File: config.mk
export PLATFORM = sky130hd
export DESIGN_NAME = ac_climate_ctrl
export DESIGN_NICKNAME = d
export VERILOG_FILES = /design/src/rtl/ac_climate_ctrl_pkg.sv /design/src/rtl/ac_climate_ctrl_sample_tick.sv /design/src/rtl/ac_climate_ctrl.sv
export SDC_FILE = /design/constraint.sdc
export NUM_CORES = 1
export LEC_CHECK = 0
export CAP_MARGIN = 20
export CORE_ASPECT_RATIO = 1.2
export CORE_MARGIN = 4
export CORE_UTILIZATION = 45
export DETAILED_ROUTE_END_ITERATION = 8
export PLACE_DENSITY = 0.64
export SLEW_MARGIN = 20
export SYNTH_ARGS = -nofsm -noshare
export SYNTH_HDL_FRONTEND = slang
export SYNTH_SLANG_ARGS = --single-unit
File: constraint.sdc
create_clock -name clk -period 3.75 [get_ports clk]
set_input_delay 0.75 -clock clk [delete_from_list [all_inputs] [get_ports clk]]
set_output_delay 0.75 -clock clk [all_outputs]
set_load 0.005 [all_outputs]
File: src/rtl/ac_climate_ctrl_pkg.sv
// Shared definitions for the climate controller: mode codes, FSM states and
// the fan PWM duty table.
package ac_climate_ctrl_pkg;

  // Operating mode as supplied by the UI.
  typedef enum logic [1:0] {
    MODE_OFF  = 2'd0,
    MODE_COOL = 2'd1,
    MODE_DRY  = 2'd2,
    MODE_FAN  = 2'd3
  } mode_e;

  // Controller state. Encodings match the legacy state codes.
  typedef enum logic [1:0] {
    ST_OFF      = 2'd0,
    ST_FAN_ONLY = 2'd1,
    ST_IDLE     = 2'd2,
    ST_RUN      = 2'd3
  } state_e;

  // PWM duty thresholds per fan level (out of 256 counter steps).
  localparam logic [7:0] DUTY_L0 = 8'd0;
  localparam logic [7:0] DUTY_L1 = 8'd85;
  localparam logic [7:0] DUTY_L2 = 8'd170;
  localparam logic [7:0] DUTY_L3 = 8'd255;

  function automatic logic [7:0] duty_for_level(input logic [1:0] lvl);
    logic [7:0] duty;
    case (lvl)
      2'd0:    duty = DUTY_L0;
      2'd1:    duty = DUTY_L1;
      2'd2:    duty = DUTY_L2;
      default: duty = DUTY_L3;
    endcase
    return duty;
  endfunction

endpackage

File: src/rtl/ac_climate_ctrl_sample_tick.sv
// Periodic sample strobe: one-cycle pulse every SAMPLE_CYC clocks, the first
// one SAMPLE_CYC clocks after reset is released.
module ac_sample_tick #(
  parameter int unsigned SAMPLE_CYC = 100_000_000
) (
  input  logic clk_i,
  input  logic rst_ni,
  output logic tick_o
);

  localparam int unsigned CW = (SAMPLE_CYC > 1) ? $clog2(SAMPLE_CYC) : 1;
  localparam logic [CW-1:0] LAST = CW'(SAMPLE_CYC - 1);

  logic [CW-1:0] cnt_q;
  logic [CW-1:0] cnt_d;

  assign tick_o = (cnt_q == LAST);

  // Free-running period counter, wraps on the tick.
  always_comb begin
    cnt_d = tick_o ? '0 : cnt_q + 1'b1;
  end

  // Counter register with synchronous active-low reset.
  always_ff @(posedge clk_i) begin
    if (!rst_ni) cnt_q <= '0;
    else         cnt_q <= cnt_d;
  end

endmodule

File: src/rtl/ac_climate_ctrl.sv
// Climate controller: samples DHT11 temperature/humidity, averages over a
// 4-deep window, runs COOL/DRY hysteresis control of the compressor with a
// min-on/min-off lockout, and drives the fan as a 4-level PWM.
module ac_climate_ctrl
  import ac_climate_ctrl_pkg::*;
#(
  parameter int unsigned SAMPLE_CYC = 100_000_000,
  parameter int unsigned LOCK_SMP   = 3,
  parameter logic [7:0]  HYST       = 8'd1,
  parameter logic [7:0]  HUM_ON     = 8'd60,
  parameter logic [7:0]  HUM_OFF    = 8'd50,
  parameter int unsigned PWM_DIV    = 100
) (
  input  logic       clk,
  input  logic       reset,
  input  logic       en,
  input  logic [7:0] humidity,
  input  logic [7:0] current_temperature,
  input  logic [7:0] set_temp,
  input  logic [1:0] mode,
  input  logic [1:0] fan_manual,
  output logic       compressor_on,
  output logic       fan_pwm,
  output logic [1:0] fan_level,
  output logic [7:0] avg_temp,
  output logic [7:0] avg_humidity,
  output logic       sample_valid
);

  localparam int unsigned LW = (LOCK_SMP > 0) ? $clog2(LOCK_SMP + 1) : 1;
  localparam int unsigned PW = (PWM_DIV > 1) ? $clog2(PWM_DIV) : 1;
  localparam logic [LW-1:0] LOCK_RELOAD = LW'(LOCK_SMP);
  localparam logic [PW-1:0] PRE_LAST    = PW'(PWM_DIV - 1);

  // ---------------------------------------------------------------- tick
  logic tick;

  ac_sample_tick #(
    .SAMPLE_CYC(SAMPLE_CYC)
  ) u_tick (
    .clk_i (clk),
    .rst_ni(reset),
    .tick_o(tick)
  );

  // -------------------------------------------------------------- window
  logic [3:0][7:0] temp_win_q, temp_win_d;
  logic [3:0][7:0] hum_win_q,  hum_win_d;
  logic            filled_q,   filled_d;
  logic [9:0]      temp_sum,   hum_sum;

  // Shift the new sample in on a tick; the first tick after reset preloads
  // every entry so the average is meaningful immediately.
  always_comb begin
    temp_win_d = temp_win_q;
    hum_win_d  = hum_win_q;
    filled_d   = filled_q;
    if (tick) begin
      filled_d = 1'b1;
      if (!filled_q) begin
        temp_win_d = {4{current_temperature}};
        hum_win_d  = {4{humidity}};
      end else begin
        temp_win_d = {temp_win_q[2:0], current_temperature};
        hum_win_d  = {hum_win_q[2:0], humidity};
      end
    end
  end

  // Window sums, 10 bits wide to hold four 8-bit samples.
  always_comb begin
    temp_sum = '0;
    hum_sum  = '0;
    for (int unsigned i = 0; i < 4; i++) begin
      temp_sum = temp_sum + 10'(temp_win_q[i]);
      hum_sum  = hum_sum + 10'(hum_win_q[i]);
    end
  end

  // Window storage.
  always_ff @(posedge clk) begin
    if (!reset) begin
      temp_win_q <= '0;
      hum_win_q  <= '0;
      filled_q   <= 1'b0;
    end else begin
      temp_win_q <= temp_win_d;
      hum_win_q  <= hum_win_d;
      filled_q   <= filled_d;
    end
  end

  // ------------------------------------------------------------- averages
  logic       tick_d1_q;
  logic [7:0] avg_temp_q, avg_hum_q;
  logic       valid_q;

  // Averages register one cycle after the tick that updated the window.
  always_ff @(posedge clk) begin
    if (!reset) begin
      tick_d1_q  <= 1'b0;
      avg_temp_q <= '0;
      avg_hum_q  <= '0;
      valid_q    <= 1'b0;
    end else begin
      tick_d1_q <= tick;
      valid_q   <= tick_d1_q;
      if (tick_d1_q) begin
        avg_temp_q <= temp_sum[9:2];
        avg_hum_q  <= hum_sum[9:2];
      end
    end
  end

  // ------------------------------------------------------------------ FSM
  mode_e         eff_mode;
  state_e        state_q, state_d;
  logic          comp_q,  comp_d;
  logic [LW-1:0] lock_q,  lock_d;
  logic          start_ok, stop_ok;
  logic [7:0]    cool_low;

  assign eff_mode = en ? mode_e'(mode) : MODE_OFF;
  assign cool_low = (set_temp >= HYST) ? (set_temp - HYST) : '0;

  // Start/stop thresholds for the active mode, evaluated on fresh averages.
  always_comb begin
    if (eff_mode == MODE_COOL) begin
      start_ok = ({1'b0, avg_temp_q} >= ({1'b0, set_temp} + {1'b0, HYST}));
      stop_ok  = (avg_temp_q <= cool_low);
    end else begin
      start_ok = (avg_hum_q >= HUM_ON);
      stop_ok  = (avg_hum_q <= HUM_OFF);
    end
  end

  // Mode/enable changes act every cycle; compressor start/stop only on the
  // cycle the new averages become visible and only once lockout has expired.
  always_comb begin
    state_d = state_q;
    case (eff_mode)
      MODE_OFF: state_d = ST_OFF;
      MODE_FAN: state_d = ST_FAN_ONLY;
      default: begin
        case (state_q)
          ST_IDLE: if (valid_q && lock_q == '0 && start_ok) state_d = ST_RUN;
          ST_RUN:  if (valid_q && lock_q == '0 && stop_ok)  state_d = ST_IDLE;
          default: state_d = ST_IDLE;
        endcase
      end
    endcase
  end

  assign comp_d = (state_d == ST_RUN);

  // Lockout counts down on sample ticks; any compressor edge restarts it,
  // including a forced drop from a mode/enable change.
  always_comb begin
    lock_d = lock_q;
    if (tick && lock_q != '0) lock_d = lock_q - 1'b1;
    if (comp_d != comp_q)     lock_d = LOCK_RELOAD;
  end

  // FSM, compressor and lockout registers.
  always_ff @(posedge clk) begin
    if (!reset) begin
      state_q <= ST_OFF;
      comp_q  <= 1'b0;
      lock_q  <= LOCK_RELOAD;
    end else begin
      state_q <= state_d;
      comp_q  <= comp_d;
      lock_q  <= lock_d;
    end
  end

  // ------------------------------------------------------------ fan / PWM
  logic [1:0]    level_q, level_d;
  logic [PW-1:0] pre_q,   pre_d;
  logic [7:0]    pwm_cnt_q, pwm_cnt_d;
  logic          pwm_q,   pwm_d;
  logic          pre_step;

  // Fan level follows the next state so it changes together with the relay.
  always_comb begin
    level_d = 2'd0;
    case (state_d)
      ST_OFF:      level_d = 2'd0;
      ST_FAN_ONLY: level_d = fan_manual;
      ST_IDLE:     level_d = 2'd1;
      default: begin
        level_d = 2'd1;
        if (eff_mode == MODE_COOL) begin
          if ({2'b0, avg_temp_q} >= ({2'b0, set_temp} + 10'd4))      level_d = 2'd3;
          else if ({2'b0, avg_temp_q} >= ({2'b0, set_temp} + 10'd2)) level_d = 2'd2;
        end
      end
    endcase
  end

  assign pre_step = (pre_q == PRE_LAST);

  // PWM prescaler, counter and compare; level 3 is held solidly on.
  always_comb begin
    pre_d     = pre_step ? '0 : pre_q + 1'b1;
    pwm_cnt_d = pre_step ? pwm_cnt_q + 1'b1 : pwm_cnt_q;
    pwm_d     = (level_q == 2'd3) ? 1'b1 : (pwm_cnt_q < duty_for_level(level_q));
  end

  // Fan registers.
  always_ff @(posedge clk) begin
    if (!reset) begin
      level_q   <= '0;
      pre_q     <= '0;
      pwm_cnt_q <= '0;
      pwm_q     <= 1'b0;
    end else begin
      level_q   <= level_d;
      pre_q     <= pre_d;
      pwm_cnt_q <= pwm_cnt_d;
      pwm_q     <= pwm_d;
    end
  end

  assign compressor_on = comp_q;
  assign fan_level     = level_q;
  assign fan_pwm       = pwm_q;
  assign avg_temp      = avg_temp_q;
  assign avg_humidity  = avg_hum_q;
  assign sample_valid  = valid_q;

endmodule

==> impl_metrics.toml, run 1 <==
[critical_path]
timing.rr.end = "avg_temp[5]"
cp.required_ns = 4.05
worst_r2r_path_depth = 10
setup.reg_to_reg.worst_slack_ns = 0.44
worst_path_largest_cell_delay_ns = 0.42
critical-path-slowest-cell = "sky130_fd_sc_hd__clkdlybuf4s50_1"
cp_max_fo = 4
path_cells = "clkdlybuf4s50_1 -> inv_1 -> ha_1 -> nor2b_1 -> nor3b_1 -> nand2_1 -> xnor2_1 -> nand2_1 -> ha_1 -> nand4_1 -> o21ai_0 -> nand3_1 -> o211ai_1 -> a21oi_1 -> mux2_2"
worst_setup_path_end_kind = "flip-flop"
kind_of_start_point_of_the_critical_path = "input pin"
critical_path_data_arrival_time_ns = 3.73
setup.worst_path.class = "input pin to flip-flop"
timing.rr.start = "temp_win_q[1]"

[global_route]
grtUsageTotal_pct = 18.2
grt_max_degree = 72
first_pass_grt_wire_length_mm = 29.7
grt_overflow = 0
initial_antenna_violation_count = 0
first_global_vias = 6304

[place]
routabilityCongestion = 0.848
worst_setup_slack_post_dpl_ns = -0.0589
place_hpwl_mm = 12.5
port_buffers = 51

[drt]
drt_iter0_markers = 417
vias_per_cell = 5.37
finalWirelength_mm = 17.3
route.detailed.wl_per_inst_um = 14.5
antenna_violating_nets_post_route = 0
routed-via-count = 6416
post-route-drc-count = 0
first_pass_iteration_count_of_the_detailed_router = 4

[sta]
unrepaired_setup_endpoints_after_global_routing = "false"
setup_violations_final = 0
maxSlewViolCount = 0
timing.max_slew.rel_slack_pct = 31.4
timing.final.crit_period_ns = 3.43
period_share_pct = 91.5
fin_ws_ns = 0.317
finalHoldViolations = 0
top_achievable_clock_speed_mhz = 291
clock-skew-final_ns = 0.00823
worst_pin_slew_ns = 1.03

[power]
finalPower_uw = 3410
power.static_leakage_uw = 0.00363
power.density_mw_per_mm2 = 363
worst_ir_drop_vdd_v = 0.000285

[synth]
synth.distinct_cells = 58
yosysSeqAreaShare_pct = 33.3
dominant_combinational_cell_family_by_area_after_synthesis = "simple AND/OR/NAND/NOR gates"
post_synth_fa_ha_maj_area_fraction_pct = 18.3
prevailing_post_synth_register_cell = "sky130_fd_sc_hd__dfxtp_1"
post_synth_instance_area_sq_mm = 0.00801
syn_nets = 1042
synth_area_per_cell_sq_um = 8.77
async_flop_share_pct = 0
ys_warn_count = 0
synth-simple-area-share_pct = 22.7
synth_xor_area_share_pct = 6.67
synth_cells = 913
number_of_enable_type_register_cells_in_the_synthesized_netlist = 0
synthesized_area_fraction_occupied_by_ao_oa_aoi_and_oai_cells_pct = 13.2
synth_seq_cells = 133
muxShareOfSynthArea_pct = 1.33

[worst_hold_path]
holdCritStartpoint = "pre_q[0]"
hold_path_depth = 1
hold-path-endpoint = "pre_q[0]"
worstHoldPathType = "flip-flop to flip-flop"

[clock_tree]
tritoncts = "yes"
cts_setup_buffers = 0
clock-sinks = 133
cts-buffers-inserted = 17
clkSlewWorstSetupHoldPaths_ns = 0.06
clockBufferDepth = 2
cts_resized = 0
count_of_hold_buffers_inserted_by_post_cts_repair = 0
htreeDepth = 4
clkLatencyLatePin_ns = 0.41
ctsRootBufferMaster = "sky130_fd_sc_hd__clkbuf_16"

[job]
timing.max_cap.violations = 0

[final_layout]
fraction_of_layout_cells_with_a_size_suffix_above_1_pct = 7.38
fill_cells = 1651
multi_input_area_sq_mm = 0.00499
seq_area_sq_mm = 0.00266
n_antenna_cell = 0
fin_nets = 1091
synthToLayoutAreaGrowth_pct = 17.4

[floorplan]
fp.dieH_um = 154
dieArea_sq_mm = 0.0200
coreArea_sq_mm = 0.0175
core.rowCount = 53
die_w_um = 130
ios = 52
floorplan.initialDensity_pct = 45.7

[run_status]
run_status = "finished, final reports clean"
[cell type report]
| class | count | area share, % |
|---|---|---|
| repair buffers | 75 | 7.35 |
| multi-input cells | 699 | 53.1 |
| clock inverters | 12 | 1.86 |
| flip-flops and latches | 133 | 28.3 |
| clock buffers | 20 | 4.97 |
| inverters | 36 | 1.44 |
| well taps | 220 | 2.93 |
[layer usage]
metal	track usage, %	routed length (um)
met2	30.7	8540
met1	23.1	7890
met3	3.37	494
met5	0	0
met4	6.63	384
[cell usage in the layout (no fill, tap or decap), drive strengths merged, types with 3 or more instances in the layout]
master,synthesis,layout
mux2,5,5
and4,3,3
nor4b,4,4
nor3b,5,5
nand2b,5,5
xnor2,23,23
buf,18,24
o21ai,14,14
xor2,38,38
bufinv,0,4
nand3,37,37
a21oi,41,41
fa,32,32
nand2,80,80
nor2b,25,25
clkdlybuf4s50,0,51
dfxtp,133,133
a21boi,4,4
nor3,54,54
a211oi,56,56
clkinvlp,0,3
ha,66,66
inv,35,36
clkinv,1,5
nand3b,6,6
o21a,5,5
and2,4,4
clkbuf,27,20
nor2,111,111
a21o,3,3
nand4,16,16
nand4b,4,4
a31oi,5,5
mux2i,5,5
and3,11,11
or3,3,3
o211ai,5,5
nor4,5,5
[logic make-up (layout without fill, tap and decap cells)]
family                     after synthesis  in the layout
xor gates and xnor gates                61             61
muxes                                   10             10
buffers and inverters                   81            143
DFF                                    133            133
AOI/OAI and AO/OA                      155            155
adders and majority gates               98             98
and+or+nand+nor                        375            375
[worst max-delay path by stage]
stage	from	endpoint	cells after the start
2_1_floorplan	set_temp[3]	lock_q[0]	15
3_3_place_gp	set_temp[1]	lock_q[1]	15
3_5_place_dp	set_temp[1]	lock_q[0]	15
4_1_cts	set_temp[1]	lock_q[1]	15
5_1_grt	set_temp[1]	lock_q[1]	14
6_report	set_temp[1]	lock_q[1]	15
[synthesized netlist by cell type (4+ instances only)]
cell type                    n  area share, %
sky130_fd_sc_hd__a211oi_1   56            5.3
sky130_fd_sc_hd__a21boi_0    4           0.38
sky130_fd_sc_hd__a21oi_1    41            2.6
sky130_fd_sc_hd__a31oi_1     5           0.39
sky130_fd_sc_hd__and2_1      4           0.31
sky130_fd_sc_hd__and3_1     11           0.86
sky130_fd_sc_hd__buf_2       8           0.50
sky130_fd_sc_hd__buf_6       6           0.84
sky130_fd_sc_hd__clkbuf_1   27            1.3
sky130_fd_sc_hd__dfxtp_1   133             33
sky130_fd_sc_hd__fa_1       32            8.0
sky130_fd_sc_hd__ha_1       66             10
sky130_fd_sc_hd__inv_1      34            1.6
sky130_fd_sc_hd__mux2_2      5           0.70
sky130_fd_sc_hd__mux2i_1     5           0.63
sky130_fd_sc_hd__nand2_1    79            3.7
sky130_fd_sc_hd__nand2b_1    5           0.39
sky130_fd_sc_hd__nand3_1    36            2.3
sky130_fd_sc_hd__nand3b_1    6           0.56
sky130_fd_sc_hd__nand4_1    16            1.3
sky130_fd_sc_hd__nand4b_1    4           0.44
sky130_fd_sc_hd__nor2_1    111            5.2
sky130_fd_sc_hd__nor2b_1    25            2.0
sky130_fd_sc_hd__nor3_1     54            3.4
sky130_fd_sc_hd__nor3b_1     5           0.47
sky130_fd_sc_hd__nor4b_1     4           0.44
sky130_fd_sc_hd__o211ai_1    5           0.47
sky130_fd_sc_hd__o21a_1      5           0.47
sky130_fd_sc_hd__o21ai_0    14           0.88
sky130_fd_sc_hd__xnor2_1    23            2.5
sky130_fd_sc_hd__xor2_1     38            4.2
[through the flow]
stage          cell area (sq um)  util, %  hold slack, ns  setup TNS (ns)  cells
2_1_floorplan               8010        -           0.426               0    913
6_report                    9400     53.7           0.470               0   1195
3_5_place_dp                8750     50.0           0.455          -0.117   1163
3_3_place_gp                8750     50.0           0.448         -0.0414   1163
4_1_cts                     9400     53.7           0.469               0   1195
5_1_grt                     9400     53.7           0.498               0   1195
[critical path, delay by kind of cell]
kind | cells | cell delay (ns)
AOI/OAI and AO/OA | 3 | 0.48
xor gates and xnor gates | 1 | 0.14
adders and majority gates | 2 | 0.48
buffers and inverters | 2 | 0.55
muxes | 1 | 0.37
and+or+nand+nor | 6 | 0.98
[power by group]
part / internal (uW) / switching, uW / total (uW)
Combinational: 94.0 / 106 / 200
Sequential: 1420 / 6.93 / 1430
Clock: 1160 / 620 / 1780
[registers in the layout, indices dropped and copies added (netlist names), 2 cells and up]
signal        flops
hum_win_q        32
temp_win_q       32
u_tick.cnt_q     27
avg_humidity      8
avg_temp          8
pwm_cnt_q         8
pre_q             7
fan_level         2
lock_q            2
state_q           2
(Power assumes the default switching activity.)
==> run 2, diff against run 1 <==
--- a/config.mk
+++ b/config.mk
@@ -6,11 +6,13 @@
 export NUM_CORES = 1
 export LEC_CHECK = 0
 export CAP_MARGIN = 20
+export CELL_PAD_IN_SITES_DETAIL_PLACEMENT = 0
+export CELL_PAD_IN_SITES_GLOBAL_PLACEMENT = 1
 export CORE_ASPECT_RATIO = 1.2
 export CORE_MARGIN = 4
 export CORE_UTILIZATION = 45
 export DETAILED_ROUTE_END_ITERATION = 8
-export PLACE_DENSITY = 0.64
+export PLACE_DENSITY = 0.8
 export SLEW_MARGIN = 20
 export SYNTH_ARGS = -nofsm -noshare
 export SYNTH_HDL_FRONTEND = slang
==> impl_metrics.toml, run 2 (synthesis gave the netlist of run 1 again) <==
[worst_hold_path]
hold_path_depth = 1
hold-path-endpoint = "pre_q[0]"
holdCritStartpoint = "pre_q[0]"
worstHoldPathType = "flip-flop to flip-flop"

[place]
placed_cells = 1158
port_buffers = 51
worst_setup_slack_post_dpl_ns = -0.00950
routabilityCongestion = 0.838
place_hpwl_mm = 12.6

[critical_path]
setup.worst_path.class = "input pin to flip-flop"
worst_path_largest_cell_delay_ns = 0.50
critPathLaunch = "set_temp[2]"
path_cells = "clkdlybuf4s50_1 -> inv_1 -> ha_1 -> inv_1 -> o21ai_0 -> or3_1 -> nor3_1 -> a21oi_1 -> ha_1 -> nand4_1 -> o21ai_0 -> nand3_1 -> o211ai_1 -> a21oi_1 -> mux2_2"
timing.rr.end = "avg_temp[5]"
critical-path-slowest-cell = "sky130_fd_sc_hd__clkdlybuf4s50_1"
worst_setup_path_end_kind = "flip-flop"
setup.reg_to_reg.worst_slack_ns = 0.48
cp.required_ns = 4.05
cp_max_fo = 4
kind_of_start_point_of_the_critical_path = "input pin"
timing.rr.start = "temp_win_q[1]"
worst_r2r_path_depth = 10
critical_path_data_arrival_time_ns = 3.67

[final_layout]
fill_cells = 1683
fraction_of_layout_cells_with_a_size_suffix_above_1_pct = 6.60
top_flop_regs = "hum_win_q: 32 flops, temp_win_q: 32 flops, u_tick.cnt_q: 27 flops"
synthToLayoutAreaGrowth_pct = 17.4
n_antenna_cell = 0
fin_nets = 1086
most-common-layout-cells = "132 x sky130_fd_sc_hd__dfxtp_1, 111 x sky130_fd_sc_hd__nor2_1, 79 x sky130_fd_sc_hd__nand2_1"
finish.cell_count_without_fillers = 1189
layout_commonest_cell = "sky130_fd_sc_hd__dfxtp_1"

[sta]
unrepaired_setup_endpoints_after_global_routing = "false"
setup_violations_final = 0
hold_slack_ns = 0.462
period_share_pct = 90.0
timing.final.crit_period_ns = 3.37
fin_ws_ns = 0.377
timing.max_slew.rel_slack_pct = 47.4
top_achievable_clock_speed_mhz = 296
finalHoldViolations = 0
maxSlewViolCount = 0
worst_pin_slew_ns = 0.788
clock-skew-final_ns = 0.00665

[floorplan]
core.rowCount = 53
fp.dieH_um = 154
coreArea_sq_mm = 0.0175
die_w_um = 130
floorplan.initialDensity_pct = 45.7
dieArea_sq_mm = 0.0200
ios = 52

[clock_tree]
clockBufferDepth = 2
clock-sinks = 133
tritoncts = "yes"
count_of_hold_buffers_inserted_by_post_cts_repair = 0
ctsRootBufferMaster = "sky130_fd_sc_hd__clkbuf_16"
clkSlewWorstSetupHoldPaths_ns = 0.05
cts_resized = 0
cts_setup_buffers = 0
cts-buffers-inserted = 17
clkLatencyLatePin_ns = 0.41
htreeDepth = 4

[power]
power.static_leakage_uw = 0.00363
finalPower_uw = 3510
worst_ir_drop_vdd_v = 0.000384
power.density_mw_per_mm2 = 374

[drt]
drt_iter0_markers = 377
post-route-drc-count = 0
routed-via-count = 6419
first_pass_iteration_count_of_the_detailed_router = 4
finalWirelength_mm = 17.5
vias_per_cell = 5.40
antenna_violating_nets_post_route = 0
route.detailed.wl_per_inst_um = 14.7

[global_route]
grt_max_degree = 72
first_global_vias = 6270
grt_overflow = 0
grtUsageTotal_pct = 18.7
first_pass_grt_wire_length_mm = 30.4
initial_antenna_violation_count = 0

[job]
timing.max_cap.violations = 0

[run_status]
run_status = "finished, final reports clean"
run 2: changes by cell type in the layout (fill, tap and decap cells not counted), sizes merged:
cell,delta
clkbuf,+2
buf,-5
inv,-1
clkinv,-2
bufinv,+2
clkinvlp,-2
run 2: worst max path at each step:
stage	endpoint	cells past startpoint	slack, ns
3_5_place_dp	lock_q[0]	15	-0.01
5_1_grt	lock_q[0]	14	0.14
4_1_cts	lock_q[0]	15	0.40
2_1_floorplan	lock_q[0]	15	0.44
3_3_place_gp	lock_q[1]	15	0.007
6_report	lock_q[0]	15	0.38
run 2: area by class of cell:
cell class	instances	area, sq um	share of cell area [%]
clock inverter	9	198	2.10
tap	220	275	2.93
clock buffer	22	474	5.04
sequential	133	2660	28.3
timing repair buffer	70	666	7.08
multi-input combinational	699	4990	53.1
inverter	36	135	1.44
run 2: worst max-delay path: cells and delay by family:
kind	cells	cell delay, ns
and+or+nand+nor	4	0.74
AOI/OAI and AO/OA	5	0.68
buffers and inverters	3	0.64
adders and majority gates	2	0.50
muxes	1	0.37
run 2: metal layers:
layer	wire length (um)	track usage (%)
met1	8190	24.7
met3	401	3.72
met4	294	5.74
met5	0	0
met2	8600	30.7
run 2: through the flow:
stage | utilization, % | cell area (sq um) | setup TNS [ns]
3_3_place_gp | 49.9 | 8730 | 0
2_1_floorplan | - | 8010 | 0
4_1_cts | 53.7 | 9400 | 0
3_5_place_dp | 49.9 | 8730 | -0.0143
5_1_grt | 53.7 | 9400 | 0
6_report | 53.7 | 9400 | 0
run 2: report_power, final:
group	internal [uW]	total (uW)	switching [uW]
logic	92.5	198	106
clock network	1290	1890	592
registers	1420	1430	6.83
==> run 3, diff against run 2 <==
==> constraint.sdc (replaced) <==
create_clock -name clk -period 3.75 [get_ports clk]
set_input_delay 0.75 -clock clk [delete_from_list [all_inputs] [get_ports clk]]
set_output_delay 0.75 -clock clk [all_outputs]
set_load 0.1 [all_outputs]
==> results of run 3 <==
Same layout as run 2 (identical final DEF). Status: finished, final reports clean.
Among the figures that moved: total power 3510 uW -> 3530 uW
